==> src/rtl/bus_spi_pkg.sv <==
// Shared types and constants for the BUS SPI IQ scheduler: FSM states, word order, widths.
package bus_spi_pkg;

   localparam int unsigned DATA_WIDTH_DEF = 32;
   localparam int unsigned NUM_WORDS      = 4;
   localparam int unsigned IDX_W          = 2;

   localparam logic [IDX_W-1:0] W_RX1_I = 2'd0;
   localparam logic [IDX_W-1:0] W_RX1_Q = 2'd1;
   localparam logic [IDX_W-1:0] W_RX2_I = 2'd2;
   localparam logic [IDX_W-1:0] W_RX2_Q = 2'd3;

   typedef enum logic [2:0] {
      ST_IDLE      = 3'd0,
      ST_LOAD      = 3'd1,
      ST_START     = 3'd2,
      ST_WAIT_BUSY = 3'd3,
      ST_WAIT_DONE = 3'd4,
      ST_GAP       = 3'd5
   } state_e;

   // Index of the final word of a frame: RX1_Q for 2-word frames, RX2_Q for 4-word frames.
   function automatic logic [IDX_W-1:0] last_word_idx(input logic rx2);
      return rx2 ? W_RX2_Q : W_RX1_Q;
   endfunction

endpackage

==> src/rtl/sync_edge_detect.sv <==
// Two-flop synchronizer followed by a registered rising-edge pulse (one clk wide).
module sync_edge_detect (
   input  logic clk,
   input  logic rst_n,
   input  logic async_in,
   output logic rise
);

   logic sync1;
   logic sync2;
   logic prev;

   always_ff @(posedge clk or negedge rst_n) begin
      if (!rst_n) begin
         sync1 <= 1'b0;
         sync2 <= 1'b0;
         prev  <= 1'b0;
         rise  <= 1'b0;
      end else begin
         sync1 <= async_in;
         sync2 <= sync1;
         prev  <= sync2;
         rise  <= sync2 & ~prev;
      end
   end

endmodule

==> src/rtl/bus_spi_iq_scheduler.sv <==
// Schedules RX IQ frames (2 or 4 words) and a single auxiliary word onto the BUS SPI master,
// with overrun counting and SPI start timeout detection.
module bus_spi_iq_scheduler
   import bus_spi_pkg::*;
#(
   parameter int unsigned DATA_WIDTH    = DATA_WIDTH_DEF,
   parameter int unsigned BUSY_TIMEOUT  = 64,
   parameter int unsigned GAP_CYCLES    = 1,
   parameter int unsigned OVR_CNT_WIDTH = 8
) (
   input  logic                     spi_clk,
   input  logic                     reset_n,
   input  logic                     iq_clk,
   input  logic                     rx2_enable,
   input  logic [DATA_WIDTH-1:0]    RX1_I,
   input  logic [DATA_WIDTH-1:0]    RX1_Q,
   input  logic [DATA_WIDTH-1:0]    RX2_I,
   input  logic [DATA_WIDTH-1:0]    RX2_Q,
   output logic                     IQ_RX_READ_REQ,
   output logic                     IQ_RX_READ_CLK,
   input  logic                     aux_req,
   input  logic [DATA_WIDTH-1:0]    aux_data,
   output logic                     aux_ack,
   output logic [DATA_WIDTH-1:0]    BUS_SPI_data_out,
   output logic                     BUS_SPI_enable,
   input  logic                     BUS_SPI_busy,
   input  logic                     err_clear,
   output logic [OVR_CNT_WIDTH-1:0] overrun_count,
   output logic                     timeout_err,
   output logic [3:0]               BUS_SPI_Stage
);

   localparam int unsigned TMO_W = (BUSY_TIMEOUT > 1) ? $clog2(BUSY_TIMEOUT) : 1;
   localparam int unsigned GAP_W = (GAP_CYCLES > 1) ? $clog2(GAP_CYCLES) : 1;

   logic iq_edge;

   sync_edge_detect u_iq_sync (
      .clk      (spi_clk),
      .rst_n    (reset_n),
      .async_in (iq_clk),
      .rise     (iq_edge)
   );

   state_e                   state, state_nxt;
   logic [IDX_W-1:0]         idx, idx_nxt;
   logic                     frame_rx2, frame_rx2_nxt;
   logic                     more, more_nxt;
   logic                     aux_active, aux_active_nxt;
   logic [DATA_WIDTH-1:0]    aux_word, aux_word_nxt;
   logic [DATA_WIDTH-1:0]    cap     [NUM_WORDS];
   logic [DATA_WIDTH-1:0]    cap_nxt [NUM_WORDS];
   logic [TMO_W-1:0]         tmo_cnt, tmo_cnt_nxt;
   logic [GAP_W-1:0]         gap_cnt, gap_cnt_nxt;
   logic [DATA_WIDTH-1:0]    data_nxt;
   logic                     enable_nxt;
   logic                     read_req_nxt;
   logic                     read_clk_nxt;
   logic                     ack_nxt;
   logic [OVR_CNT_WIDTH-1:0] ovr_nxt;
   logic                     terr_nxt;
   logic                     tmo_event;
   logic                     ovr_event;

   assign BUS_SPI_Stage = {state, aux_active};

   // Next-state, datapath and error bookkeeping.
   always_comb begin
      state_nxt      = state;
      idx_nxt        = idx;
      frame_rx2_nxt  = frame_rx2;
      more_nxt       = more;
      aux_active_nxt = aux_active;
      aux_word_nxt   = aux_word;
      cap_nxt        = cap;
      tmo_cnt_nxt    = tmo_cnt;
      gap_cnt_nxt    = gap_cnt;
      data_nxt       = BUS_SPI_data_out;
      enable_nxt     = BUS_SPI_enable;
      read_req_nxt   = IQ_RX_READ_REQ;
      read_clk_nxt   = IQ_RX_READ_CLK;
      ack_nxt        = 1'b0;
      tmo_event      = 1'b0;
      ovr_event      = iq_edge && (state != ST_IDLE);

      case (state)
         ST_IDLE: begin
            // A frame strobe takes priority; a pending aux request waits for the next idle slot.
            if (iq_edge) begin
               cap_nxt[W_RX1_I] = RX1_I;
               cap_nxt[W_RX1_Q] = RX1_Q;
               cap_nxt[W_RX2_I] = RX2_I;
               cap_nxt[W_RX2_Q] = RX2_Q;
               frame_rx2_nxt    = rx2_enable;
               read_req_nxt     = 1'b1;
               read_clk_nxt     = 1'b1;
               idx_nxt          = W_RX1_I;
               aux_active_nxt   = 1'b0;
               state_nxt        = ST_LOAD;
            end else if (aux_req) begin
               aux_word_nxt   = aux_data;
               aux_active_nxt = 1'b1;
               state_nxt      = ST_LOAD;
            end
         end
         ST_LOAD: begin
            data_nxt  = aux_active ? aux_word : cap[idx];
            state_nxt = ST_START;
         end
         ST_START: begin
            enable_nxt  = 1'b1;
            tmo_cnt_nxt = '0;
            state_nxt   = ST_WAIT_BUSY;
         end
         ST_WAIT_BUSY: begin
            if (BUS_SPI_busy) begin
               state_nxt = ST_WAIT_DONE;
            end else if (tmo_cnt == TMO_W'(BUSY_TIMEOUT - 1)) begin
               // Abort the word and the remainder of the frame; an aux request stays pending for retry.
               enable_nxt     = 1'b0;
               tmo_event      = 1'b1;
               read_req_nxt   = 1'b0;
               read_clk_nxt   = 1'b0;
               idx_nxt        = W_RX1_I;
               more_nxt       = 1'b0;
               aux_active_nxt = 1'b0;
               gap_cnt_nxt    = '0;
               state_nxt      = ST_GAP;
            end else begin
               tmo_cnt_nxt = tmo_cnt + TMO_W'(1);
            end
         end
         ST_WAIT_DONE: begin
            if (!BUS_SPI_busy) begin
               enable_nxt  = 1'b0;
               gap_cnt_nxt = '0;
               state_nxt   = ST_GAP;
               if (aux_active) begin
                  ack_nxt        = 1'b1;
                  aux_active_nxt = 1'b0;
                  more_nxt       = 1'b0;
               end else begin
                  if (idx == W_RX1_I) read_clk_nxt = 1'b0;
                  if (idx == last_word_idx(frame_rx2)) begin
                     read_req_nxt = 1'b0;
                     idx_nxt      = W_RX1_I;
                     more_nxt     = 1'b0;
                  end else begin
                     idx_nxt  = idx + IDX_W'(1);
                     more_nxt = 1'b1;
                  end
               end
            end
         end
         ST_GAP: begin
            if (gap_cnt == GAP_W'(GAP_CYCLES - 1)) begin
               state_nxt = more ? ST_LOAD : ST_IDLE;
            end else begin
               gap_cnt_nxt = gap_cnt + GAP_W'(1);
            end
         end
         default: state_nxt = ST_IDLE;
      endcase

      // A simultaneous event outranks err_clear.
      if (err_clear) begin
         ovr_nxt = ovr_event ? OVR_CNT_WIDTH'(1) : '0;
      end else if (ovr_event && (overrun_count != '1)) begin
         ovr_nxt = overrun_count + OVR_CNT_WIDTH'(1);
      end else begin
         ovr_nxt = overrun_count;
      end
      terr_nxt = err_clear ? tmo_event : (timeout_err | tmo_event);
   end

   always_ff @(posedge spi_clk or negedge reset_n) begin
      if (!reset_n) begin
         state            <= ST_IDLE;
         idx              <= '0;
         frame_rx2        <= 1'b0;
         more             <= 1'b0;
         aux_active       <= 1'b0;
         aux_word         <= '0;
         cap              <= '{default: '0};
         tmo_cnt          <= '0;
         gap_cnt          <= '0;
         BUS_SPI_data_out <= '0;
         BUS_SPI_enable   <= 1'b0;
         IQ_RX_READ_REQ   <= 1'b0;
         IQ_RX_READ_CLK   <= 1'b0;
         aux_ack          <= 1'b0;
         overrun_count    <= '0;
         timeout_err      <= 1'b0;
      end else begin
         state            <= state_nxt;
         idx              <= idx_nxt;
         frame_rx2        <= frame_rx2_nxt;
         more             <= more_nxt;
         aux_active       <= aux_active_nxt;
         aux_word         <= aux_word_nxt;
         cap              <= cap_nxt;
         tmo_cnt          <= tmo_cnt_nxt;
         gap_cnt          <= gap_cnt_nxt;
         BUS_SPI_data_out <= data_nxt;
         BUS_SPI_enable   <= enable_nxt;
         IQ_RX_READ_REQ   <= read_req_nxt;
         IQ_RX_READ_CLK   <= read_clk_nxt;
         aux_ack          <= ack_nxt;
         overrun_count    <= ovr_nxt;
         timeout_err      <= terr_nxt;
      end
   end

endmodule

==> config.mk <==
export PLATFORM = sky130hd
export DESIGN_NAME = bus_spi_iq_scheduler
export DESIGN_NICKNAME = d
export VERILOG_FILES = /design/src/rtl/bus_spi_pkg.sv /design/src/rtl/sync_edge_detect.sv /design/src/rtl/bus_spi_iq_scheduler.sv
export SDC_FILE = /design/constraint.sdc
export NUM_CORES = 1
export LEC_CHECK = 0
export ABC_AREA = 1
export CAP_MARGIN = 20
export CORE_MARGIN = 8
export CORE_UTILIZATION = 63
export CTS_CLUSTER_DIAMETER = 30
export DETAILED_ROUTE_END_ITERATION = 7
export DONT_BUFFER_PORTS = 1
export MAX_ROUTING_LAYER = met4
export PLACE_DENSITY = 0.79
export SLEW_MARGIN = 20
export SYNTH_ARGS = -nofsm -noshare
export SYNTH_HDL_FRONTEND = slang
export SYNTH_SLANG_ARGS = --single-unit
==> constraint.sdc <==
create_clock -name spi_clk -period 1.65 [get_ports spi_clk]
set_input_delay 0.165 -clock spi_clk [delete_from_list [all_inputs] [get_ports spi_clk]]
set_output_delay 0.165 -clock spi_clk [all_outputs]
set_load 0.05 [all_outputs]
==> run metrics <==
status=finished with violations; failing checks=hold timing; Via Count=between 9000 and 10000; maxcap violations=0; drt drc=0; R2R setup slack=30 ps; top post-synthesis cells by area=dfrtp_1 56%, nand2_1 19%, nand3_1 5.2%; clock root buffer=clkbuf_16; hold buffers post-CTS=165; top_reg_cell synth=dfrtp_1; largest net degree at the start of global routing=224; fin util=between 80 and 90%; Post-synth ARST share=100%; syn_area_per_cell=8.59 µm²; Hold WS=-666 ps; GR Overflow Total=0; Max-Slew Margin vs Limit=65.0%; CTS Sinks=223; Core Rows=46; Critical Path Stages=7; area grow syn2layout=37.6%; RSZ-0062 raised after global routing=yes; post-synth top area cell=dfrtp_1; Starting Density=roughly 63%; port buffer count=0; chip height=142 µm; mapped cell area=9920 µm²; Final Hold Viols=~220; CTS tree=done; I/O Pins=216; CP cell instances=nor2_4 -> nand2_2 -> nor2_4 -> buf_4 -> buf_8 -> nand2_1 -> nand2_1; WS Path Type=reg2reg; Total Routed Length=34400 µm; synthesis warning total=0; vias in the first global route=9698; Filler cells=~790; top cell type's share of synthesized area=approximately 56%; layout cell share with drive strength beyond 1=between 10% and 20%; Die Width=~140 µm; Syn Inst Count=approximately 1200; startpoint types=flop; placed cell area=10300 µm²; HP Class=in2async; crit path DAT=around 2100 ps; R2R Path End=cap[124]; count leader, synth=nand2_1; number of enable flip-flop cells after synthesis=0; #FFs+latches synth=223; Fmax=slightly above 600 MHz; Pre-antenna DRT Iters=6; CP endpoint kind=flop; critical path's slowest cell=dfrtp_2; Worst Skew=15.1 ps; Synth cell types=27; worst r2r src=state[1]; synth cell count leaders=504 x nand2_1, 223 x dfrtp_1, 103 x nand3_1; Clock Path Buffers=3; DIE AREA=around 20000 µm²; register area=around 5600 µm²; antenna-violating nets left=0; WP buf/inv=2; Worst VDD drop=between 0.001 and 0.0015 V; Max Transition Viols Final=0; routed wire length per instance=roughly 21 µm; DR vias/cell=5.94; PwrDens=2070 nW/µm²; syn_nets=1325; first-pass GRT wire length=53000 µm; Num CTS Buffers=44; Critical Path RT=around 2100 ps; # H-tree levels=2; drt first-iter violations=1187; worst-case reg-to-reg path depth=7; routability cong.=0.886; Critical Path Start=state[1]; Largest delay share family, worst path=simple AND/OR/NAND/NOR gates; multi-input logic area=about 3900 µm²; initial antenna violation count=5; Period Utilization, post-route=98.4%; Crit Path Max Fanout=49; Seq/Total Area, Yosys=a little under three fifths; overall routing resource usage=a little over a third; measured slew at the worst slew-check pin=524 ps; Clk Latency, worst-skew pair=530 ps; static leakage=roughly 6.6 nW; # setup viols final=0; CP Capture Point=cap[124]; Post-Layout Inst Area=around 14000 µm²; hpwl dp=approximately 18000 µm; slowest stage delay, CP=around 450 ps; Final min period=1620 ps; layout net count=1528; clock transition at the registers of the reported paths=50 ps; Core ar.=around 16000 µm²
[layer usage]
layer  vias to the layer above  track usage (%)  part of all wire [%]
met5                         -                -                     0
met3                       150             7.09                   9.9
met4                         0             15.3                   4.6
met2                       668             54.2                    48
met1                      4594             43.8                    38
li1                       4169                -                     -
[what timing repair did]
action | CTS | global route
resized for setup | 0 | 18
endpoints found under the setup margin | 0 | 120
setup buffers | 0 | 5
hold endpoints to repair | 398 | 223
[cell usage in the layout, fill, tap and decap left out, types with 6 or more instances in the layout]
master | netlist | layout
buf_12 | 0 | 7
a21oi_1 | 54 | 54
clkbuf_16 | 0 | 47
nand2_1 | 504 | 502
nor2_1 | 23 | 20
dfrtp_1 | 223 | 217
dlygate4sd3_1 | 0 | 165
buf_4 | 15 | 45
clkinv_4 | 0 | 7
o21ai_0 | 51 | 48
mux2_2 | 27 | 27
a2bb2oi_1 | 32 | 32
nand3_1 | 103 | 102
dfrtp_2 | 0 | 6
inv_1 | 40 | 39
[metrics by stage]
| stage | power [mW] | TNS (ps) | std cells | setup WS, ps |
|---|---|---|---|---|
| floorplan | 15.7 | 0 | 1155 | 15.5 |
| global placement | 17.6 | 0 | 1355 | 84.9 |
| detailed placement | 17.9 | 0 | 1355 | 67.0 |
| CTS | 27.4 | 0 | 1600 | 37.4 |
| global route | 29.6 | -542 | 1613 | -32.5 |
| finish | 28.3 | 0 | 1613 | 26.1 |
[flip-flops by register name, summed over array words and instances (netlist names)]
name	cells
cap	128
BUS_SPI_data_out	32
aux_word	32
overrun_count	8
tmo_cnt	6
state	3
idx	2
BUS_SPI_enable	1
IQ_RX_READ_CLK	1
IQ_RX_READ_REQ	1
aux_ack	1
aux_active	1
frame_rx2	1
more	1
timeout_err	1
u_iq_sync.prev	1
u_iq_sync.rise	1
u_iq_sync.sync1	1
u_iq_sync.sync2	1
[report_power, final]
group          leakage, nW  switching, mW  internal, mW
Combinational         3.19           5.44          3.27
Clock                0.724           3.10          5.95
Sequential            2.70           2.52          8.02
Total                 6.62           11.1          17.2
[how the worst min path moves through the flow]
stage                          endpoint     from
global placement       overrun_count[6]  reset_n
floorplan           BUS_SPI_data_out[0]  reset_n
CTS                             cap[88]  reset_n
detailed placement     overrun_count[6]  reset_n
finish                 overrun_count[2]  reset_n
global route           overrun_count[5]  reset_n
[cell type report]
| type | instances | share of cell area (%) |
|---|---|---|
| clock inverters | 27 | 2.33 |
| flip-flops and latches | 223 | 40.9 |
| well taps | 216 | 1.98 |
| clock buffers | 53 | 8.69 |
| diodes | 5 | 0.0916 |
| multi-input cells | 821 | 28.4 |
| repair buffers | 223 | 16.3 |
| inverters | 45 | 1.26 |
[logic make-up after synthesis]
group	share of synthesized area (%)
AND/OR/NAND/NOR	26.2
flip-flops	56.2
AO/OA/AOI/OAI	8.21
buffers and inverters	5.06
multiplexers	3.63
XOR/XNOR	0.265
adder cells (fa/ha/maj)	0.378
Power figures use the tool's default switching activity.
